File: src/rtl/dbg_pkg.sv
// Shared types and constants for the bus debug master: FSM states, frame opcodes,
// response codes and the assembled command payload.
package dbg_pkg;

  localparam int unsigned BYTE_W = 8;
  localparam int unsigned WORD_W = 32;
  localparam int unsigned CNT_W  = 3;

  typedef enum logic [2:0] {
    ST_IDLE,
    ST_ADDR,
    ST_DATA,
    ST_REQ,
    ST_ACCESS,
    ST_RESP
  } state_e;

  localparam logic [BYTE_W-1:0] OP_WRITE = 8'h57;
  localparam logic [BYTE_W-1:0] OP_READ  = 8'h52;
  localparam logic [BYTE_W-1:0] RSP_ACK  = 8'h4B;
  localparam logic [BYTE_W-1:0] RSP_ERR  = 8'h45;

  typedef struct packed {
    logic [WORD_W-1:0] addr;
    logic [WORD_W-1:0] wdata;
    logic              is_write;
  } cmd_t;

endpackage

File: src/rtl/dbg_resp_tx.sv
// Response serializer: loads up to 4 bytes (MSB first) and streams them out on a
// valid/ready byte interface, flagging the final handshake to the parent FSM.
module dbg_resp_tx
  import dbg_pkg::*;
(
  input  logic              clk,
  input  logic              rst,
  input  logic              load_i,
  input  logic [WORD_W-1:0] data_i,
  input  logic [CNT_W-1:0]  count_i,
  input  logic              tx_ready_i,
  output logic [BYTE_W-1:0] tx_data_o,
  output logic              tx_valid_o,
  output logic              done_c
);

  logic [WORD_W-1:0] shift_q;
  logic [CNT_W-1:0]  left_q;
  logic              valid_q;
  logic              fire_c;

  assign fire_c = valid_q && tx_ready_i;
  assign done_c = fire_c && (left_q == CNT_W'(1));

  // tx_data is the top byte of the shift register, so it cannot move while stalled.
  always_ff @(posedge clk or negedge rst) begin
    if (!rst) begin
      shift_q <= '0;
      left_q  <= '0;
      valid_q <= 1'b0;
    end else if (load_i) begin
      shift_q <= data_i;
      left_q  <= count_i;
      valid_q <= (count_i != '0);
    end else if (fire_c) begin
      shift_q <= {shift_q[WORD_W-BYTE_W-1:0], BYTE_W'(0)};
      left_q  <= left_q - CNT_W'(1);
      valid_q <= (left_q != CNT_W'(1));
    end
  end

  assign tx_data_o  = shift_q[WORD_W-1 -: BYTE_W];
  assign tx_valid_o = valid_q;

endmodule

File: config.mk
export PLATFORM = sky130hd
export DESIGN_NAME = dbg_resp_tx
export DESIGN_NICKNAME = d
export VERILOG_FILES = /design/src/rtl/dbg_pkg.sv /design/src/rtl/dbg_resp_tx.sv
export SDC_FILE = /design/constraint.sdc
export NUM_CORES = 1
export LEC_CHECK = 0
export ABC_CLOCK_PERIOD_IN_PS = 2100
export CAP_MARGIN = 20
export CORE_ASPECT_RATIO = 1.1
export CORE_MARGIN = 2
export CORE_UTILIZATION = 50
export DETAILED_ROUTE_END_ITERATION = 8
export PLACE_DENSITY = 0.88
export SYNTH_ARGS = -nofsm -noshare
export SYNTH_HDL_FRONTEND = slang
export SYNTH_SLANG_ARGS = --single-unit
File: constraint.sdc
create_clock -name clk -period 2.1 [get_ports clk]
set_input_delay 0.525 -clock clk [delete_from_list [all_inputs] [get_ports clk]]
set_output_delay 0.525 -clock clk [all_outputs]
set_load 0.02 [all_outputs]
==> metrics, run 1 <==
Synth Flop Type=dfrtp_1; Synth Area in Compound Gates=11.90%; detailed-route vias per instance=5.020; Hold Path Class=primary input to async pin; Port Buffers=48; 1st-iter DRT viols=51; Max H-tree Level=2; startpoint types=primary input; most common cell in the netlist=nand2_1; maximum VDD drop=roughly 0.33 mV; Worst EP required=about 1.6 ns; pins over their slew limit=0; top cell type's share of synthesized area=52.55%; Slew headroom=48.87%; DP Worst Slack=-0.3835 ns; GRT Resource Usage Total=17.12%; Yosys reg bits=36; DR top layer=met4; via count=1235; yosys warns=0; reg-to-reg startpoint=tx_valid_o; final hold violations=0; M1 wire length=1.363 mm; mux share of post-synthesis cell area=14.01%; Core Rows=22; Post-CTS Setup Bufs=0; setup slack, reg-to-reg=a little over 0.6 ns; antenna violations before repair=0; worst reg2reg path depth=4; # nets final=between 200 and 300; met3 wire len=115 um; grt ovf=0; Arr. time, crit path=1.51 ns; synthesis-to-layout area growth=26.86%; Simple-Gate Fraction of Synth Area=11.24%; top post-synthesis cells by count=42 x nand2_1, 36 x dfrtp_1, 24 x mux2i_1; clock buffer depth=2; Leak=1.049 nW; largest family of logic cells by synthesized area=multiplexers; die area=3913 um2; PwrDens=672.6 nW/um2; Max-Cap Viols=0; CP endpoint kind=output pin; first-pass GRT wire length=4.933 mm; synthesized cell area=1714 um2; CTS root buffer=clkbuf_4; area of the multi-input gates=679.4 um2; Post-Syn Nets=211; Finished Core Util=65.83%; drc violations=0; clock network power share=22.5%; outcome=finished clean; Synth Area in Adders=~1.5%; Area contributors post-synth=dfrtp_1 53%, mux2i_1 14%, nand2_1 9.2%; chip width=59.83 um; EDFF count, synth=0; TritonCTS Sinks=36; Die Span Y=between 60 and 70 um; Int Pwr=approximately 0.0011 W; leading area contributor after synthesis=dfrtp_1; crit path time final=slightly above 2 ns; drt pass-1 iters=4; Boundary Pins=49; largest net degree at the start of global routing=43; Post-CTS Hold Fix Bufs=0; Gate Count Post-Synth=170; Comb pwr share=22.0%; Max Clk Rate=0.4926 GHz; clock skew=0.01064 ns; sequential share of the synthesized area=52.55%; DRT antenna net count=0; Reg power frac=55.5%; asr flop ratio synth=100.0%; Reg clk slew, reported paths=roughly 0.1 ns; core footprint=3303 um2; Setup-failing EPs final=0; n_diodes=0; crit path max fanout=2; Worst Tran Pin Value=0.7669 ns; Synth Area in XOR/XNOR=1.022%; starting density of the core=slightly above 50%; CTS tree=yes; RSZ-0062 raised after global routing=no; synthesized area per cell=10.08 um2; Num CTS Buffers=5; switching power=0.0004006 W; routability cong.=0.7248; routed wl met2=1.471 mm; Sw Share=27.39%; vias in the first global route=1166; RR Endpoint=shift_q[20]; total wire length=approximately 3.0 mm; Setup WS post-layout=around 0.070 ns; kind of critical path=primary input to output pin; FILL cells=283; synth unique cells=21; share of cells above drive strength 1=7.143%; register area=900.9 um2; per-cell routed wire length=12.28 um; final cycle utilization of the critical path=96.68%; clk_lat worst skew=0.33 ns
## power groups by stage
stage | registers [W] | clock network (W) | logic (W)
after floorplan | 0.000813 | 0 | 0.000209
after global placement | 0.000819 | 0 | 0.000318
after detailed placement | 0.000826 | 0 | 0.000327
after CTS | 0.000812 | 0.000343 | 0.000328
after global routing | 0.000821 | 0.000368 | 0.000358
final | 0.000811 | 0.000330 | 0.000322
## final cells by class
class	instances	share of cell area (%)
Clock buffer	6	1.899
Clock inverter	1	0.2301
Inverter	2	0.3452
Multi-Input combinational cell	113	31.24
Sequential cell	36	41.43
Tap cell	36	2.071
Timing Repair Buffer	52	22.78
## sequential cells by signal, indices dropped and copies added, names as in the netlist
| register | count |
|---|---|
| shift_q | 32 |
| left_q | 3 |
| tx_valid_o | 1 |
## worst max-delay path by stage
stage / depth (start not counted) / start / slack, ns / end
5_1_grt: 4 / tx_ready_i / 0.03 / done_c
3_5_place_dp: 4 / tx_ready_i / -0.38 / done_c
3_3_place_gp: 4 / tx_ready_i / -0.34 / done_c
6_report: 4 / tx_ready_i / 0.07 / done_c
2_1_floorplan: 2 / tx_valid_o / 0.51 / done_c
4_1_cts: 4 / tx_ready_i / 0.06 / done_c
## routing by layer
metal / vias up / global-route usage [%]
li1: 643 / -
met3: 8 / 3.543
met4: 0 / 8.333
met5: - / 0
met1: 549 / 21.33
met2: 35 / 27.85
## critical path, stage by stage
cell and delay (ns):
clkdlybuf4s50_1 0.52, nand2_4 0.06, nor3b_2 0.21, buf_2 0.19
## placed cells by master (no fill, tap or decap)
| cell | n |
|---|---|
| xnor2_1 | 1 |
| buf_4 | 4 |
| nor3b_2 | 1 |
| dfrtp_1 | 36 |
| clkbuf_4 | 5 |
| clkbuf_1 | 1 |
| inv_1 | 2 |
| o31ai_1 | 1 |
| xor2_1 | 1 |
| ha_1 | 2 |
| a21oi_1 | 1 |
| nand3_1 | 1 |
| buf_2 | 3 |
| nand2_4 | 1 |
| o21ai_0 | 14 |
| a311oi_1 | 1 |
| clkdlybuf4s50_1 | 45 |
| o21ai_1 | 21 |
| a21o_1 | 1 |
| mux2i_1 | 24 |
| nand2_1 | 42 |
| clkinv_2 | 1 |
| nand2b_1 | 1 |
## cell families after synthesis
family | after synthesis
AOI/OAI and AO/OA | 39
and+or+nand+nor | 46
DFF | 36
adders and majority gates | 2
muxes | 24
xor gates and xnor gates | 2
buffers and inverters | 21
## through the flow
step | area (um2) | instances | total power (W) | setup TNS, ns | hold WS [ns]
finish | 2175 | 246 | 0.001463 | 0 | 0.2609
global route | 2175 | 246 | 0.001548 | 0 | 0.3072
CTS | 2175 | 246 | 0.001482 | 0 | 0.2804
detailed placement | 2133 | 239 | 0.001153 | -0.3835 | 0.5241
global placement | 2133 | 239 | 0.001137 | -0.3395 | 0.5138
floorplan | 1714 | 170 | 0.001021 | 0 | 0.2294
## what timing repair did
item,in CTS,in global routing
setup endpoints to repair,1,0
gates resized for setup,4,0
hold endpoints to repair,0,0
(Power assumes the default switching activity.)
==> inputs of run 2 (changes only) <==
- GPL_TIMING_DRIVEN: unset -> 0
==> run 2 against run 1 <==
First-iteration DRC count decreased by 35%. Clock skew increased by 0.0060 ns. Via count is 9.9% higher. Worst setup slack gained 0.026 ns. Wire length rose by 18%. Hold slack lost 0.025 ns. Largest power group unchanged. Maximum frequency up 1.3%. Sequential power about the same. Critical endpoint unchanged. Critical path depth is the same. Clock power grew 46%. Critical path type unchanged. Global-route usage up 4.1 points.
==> metrics, run 2 (synthesis results as in run 1) <==
synthesis-to-layout area growth=34.23%; Max-Cap Viols=0 (unchanged); die area=3913 um2 (unchanged); maximum VDD drop=0.6940 mV (+110%); starting density of the core=51.89% (unchanged); clock buffer depth=2 (unchanged); most frequent cells in the layout=44 x clkdlybuf4s50_1, 42 x nand2_1, 36 x dfrtp_1; pins over their slew limit=0 (unchanged); Placed Cells=253 (+5.9%); detailed-route vias per instance=5.199 (+3.6%); CTS root buffer=clkbuf_4; Leak=1.113 nW (+6.0%); Max Clk Rate=0.4990 GHz (+1.3%); clock skew=0.01667 ns (+0.006031 ns); Post-CTS Hold Fix Bufs=0 (unchanged); Num CTS Buffers=5 (unchanged); Arr. time, crit path=1.48 ns (-0.03 ns); # nets final=265 (+5.6%); clk_lat worst skew=0.35 ns (+0.02 ns); max reg flops=32 (unchanged); Core Rows=22 (unchanged); Port Buffers=47 (-2.1%); chip width=59.83 um (unchanged); setup slack, reg-to-reg=0.86 ns (+0.24 ns); GRT Resource Usage Total=21.23% (+4.1 points); DP Worst Slack=-0.5195 ns (-0.1361 ns); Hold Path Class=primary input to async pin; Worst EP required=1.57 ns (about the same); kind of critical path=primary input to output pin; Placed Area=2225 um2 (+4.3%); share of cells above drive strength 1=10.67% (+3.5 points); first-pass GRT wire length=6.141 mm (+24%); core footprint=3303 um2 (unchanged); outcome=finished clean; RSZ-0062 raised after global routing=no; CP endpoint kind=output pin; vias in the first global route=1378 (+18%); Slew headroom=48.37% (-0.51 points); TritonCTS Sinks=36 (unchanged); startpoint types=primary input; Critical-path top delay cell=dlygate4sd2_1; final cycle utilization of the critical path=95.42% (-1.3 points); grt ovf=0 (unchanged); Finished Core Util=69.66% (+3.8 points); Largest Register=shift_q; Boundary Pins=49 (unchanged); Critical Path, Cell by Cell=dlygate4sd2_1 > nand2_4 > nor3b_2 > clkdlybuf4s15_2; CTS tree=yes; critical path's top delay family=buffers and inverters; Design Area, Final=2301 um2 (+5.8%); routability cong.=0.8365 (+15%); Non-Filler Instances=261 (+6.1%); CP bufs+invs=2 (unchanged); largest net degree at the start of global routing=37 (-14%); Worst Tran Pin Value=0.7745 ns (+0.007591 ns); Setup-failing EPs final=0 (unchanged); drt pass-1 iters=4 (unchanged); PwrDens=718.2 nW/um2 (+6.8%); Max H-tree Level=2 (unchanged); setup TNS=0 ns (unchanged); crit path max fanout=7 (+5); antenna violations before repair=0 (unchanged); commonest non-fill, non-tap cell in the layout=clkdlybuf4s50_1; Reg clk slew, reported paths=0.11 ns (about the same); drc violations=0 (unchanged); Setup WS post-layout=0.09614 ns (+0.02637 ns); via count=1357 (+9.9%); n_diodes=0 (unchanged); crit path time final=2.004 ns (-0.02637 ns); 1st-iter DRT viols=33 (-35%); DRT antenna net count=0 (unchanged); max incr delay on CP=0.30 ns (-0.22 ns); per-cell routed wire length=13.61 um (+11%); Detailed Place HPWL=2.613 mm; total wire length=3.552 mm (+18%); Die Span Y=65.41 um (unchanged); final hold violations=0 (unchanged)
-- run 2: cell count changes in the layout (fill, tap and decap cells not counted) --
cell and delta:
buf_4 +4, buf_6 +3, bufinv_16 +1, clkbuf_1 +6, clkdlybuf4s15_2 +1, clkdlybuf4s50_1 -1, dlygate4sd2_1 +1
-- run 2: power by group --
| part | internal, W | switching (W) | total, W |
|---|---|---|---|
| clock | 0.000250 | 0.000232 | 0.000481 |
| sequential | 0.000765 | 0.0000443 | 0.000810 |
| combinational | 0.000199 | 0.000163 | 0.000362 |
-- run 2: layout make-up --
class                   instances  area, um2
inverters                       2      7.507
clock inverters                 2      35.03
repair buffers                 47      465.4
plain buffers                  19      126.4
well taps                      36      45.04
flip-flops and latches         36      900.9
clock buffers                   6      41.29
fillers                       269       1002
multi-input cells             113      679.4
-- run 2: path summary, 6_finish.rpt --
path,startpoint,endpoint,cells past startpoint
min in group clk,shift_q[0],shift_q[0],2
max in group asynchronous,rst,shift_q[12],1
hold reg to reg,shift_q[0],shift_q[0],2
setup reg to reg,tx_valid_o,shift_q[8],4
hold / removal,rst,shift_q[28],1
setup / recovery,tx_ready_i,done_c,4
-- run 2: what timing repair did --
item | 4_1_cts | 5_1_grt
gates resized for setup | 4 | 0
setup buffers | 0 | 0
setup endpoints to repair | 1 | 0
-- run 2: through the flow --
stage                     hold WS (ns)  total power [W]
final                           0.2358         0.001653
after global routing            0.2951         0.001738
after CTS                       0.2571         0.001664
after detailed placement        0.5229         0.001190
after global placement          0.5142         0.001175
after floorplan                 0.2294         0.001021
-- run 2: layer usage --
| layer | global-route usage (%) | vias up | wire length (um) |
|---|---|---|---|
| met5 | 0 | - | 0 |
| met3 | 5.906 | 10 | 163 |
| met2 | 33.15 | 42 | 1710 |
| met1 | 27.36 | 633 | 1589 |
| li1 | - | 672 | - |
| met4 | 9.167 | 0 | 89 |
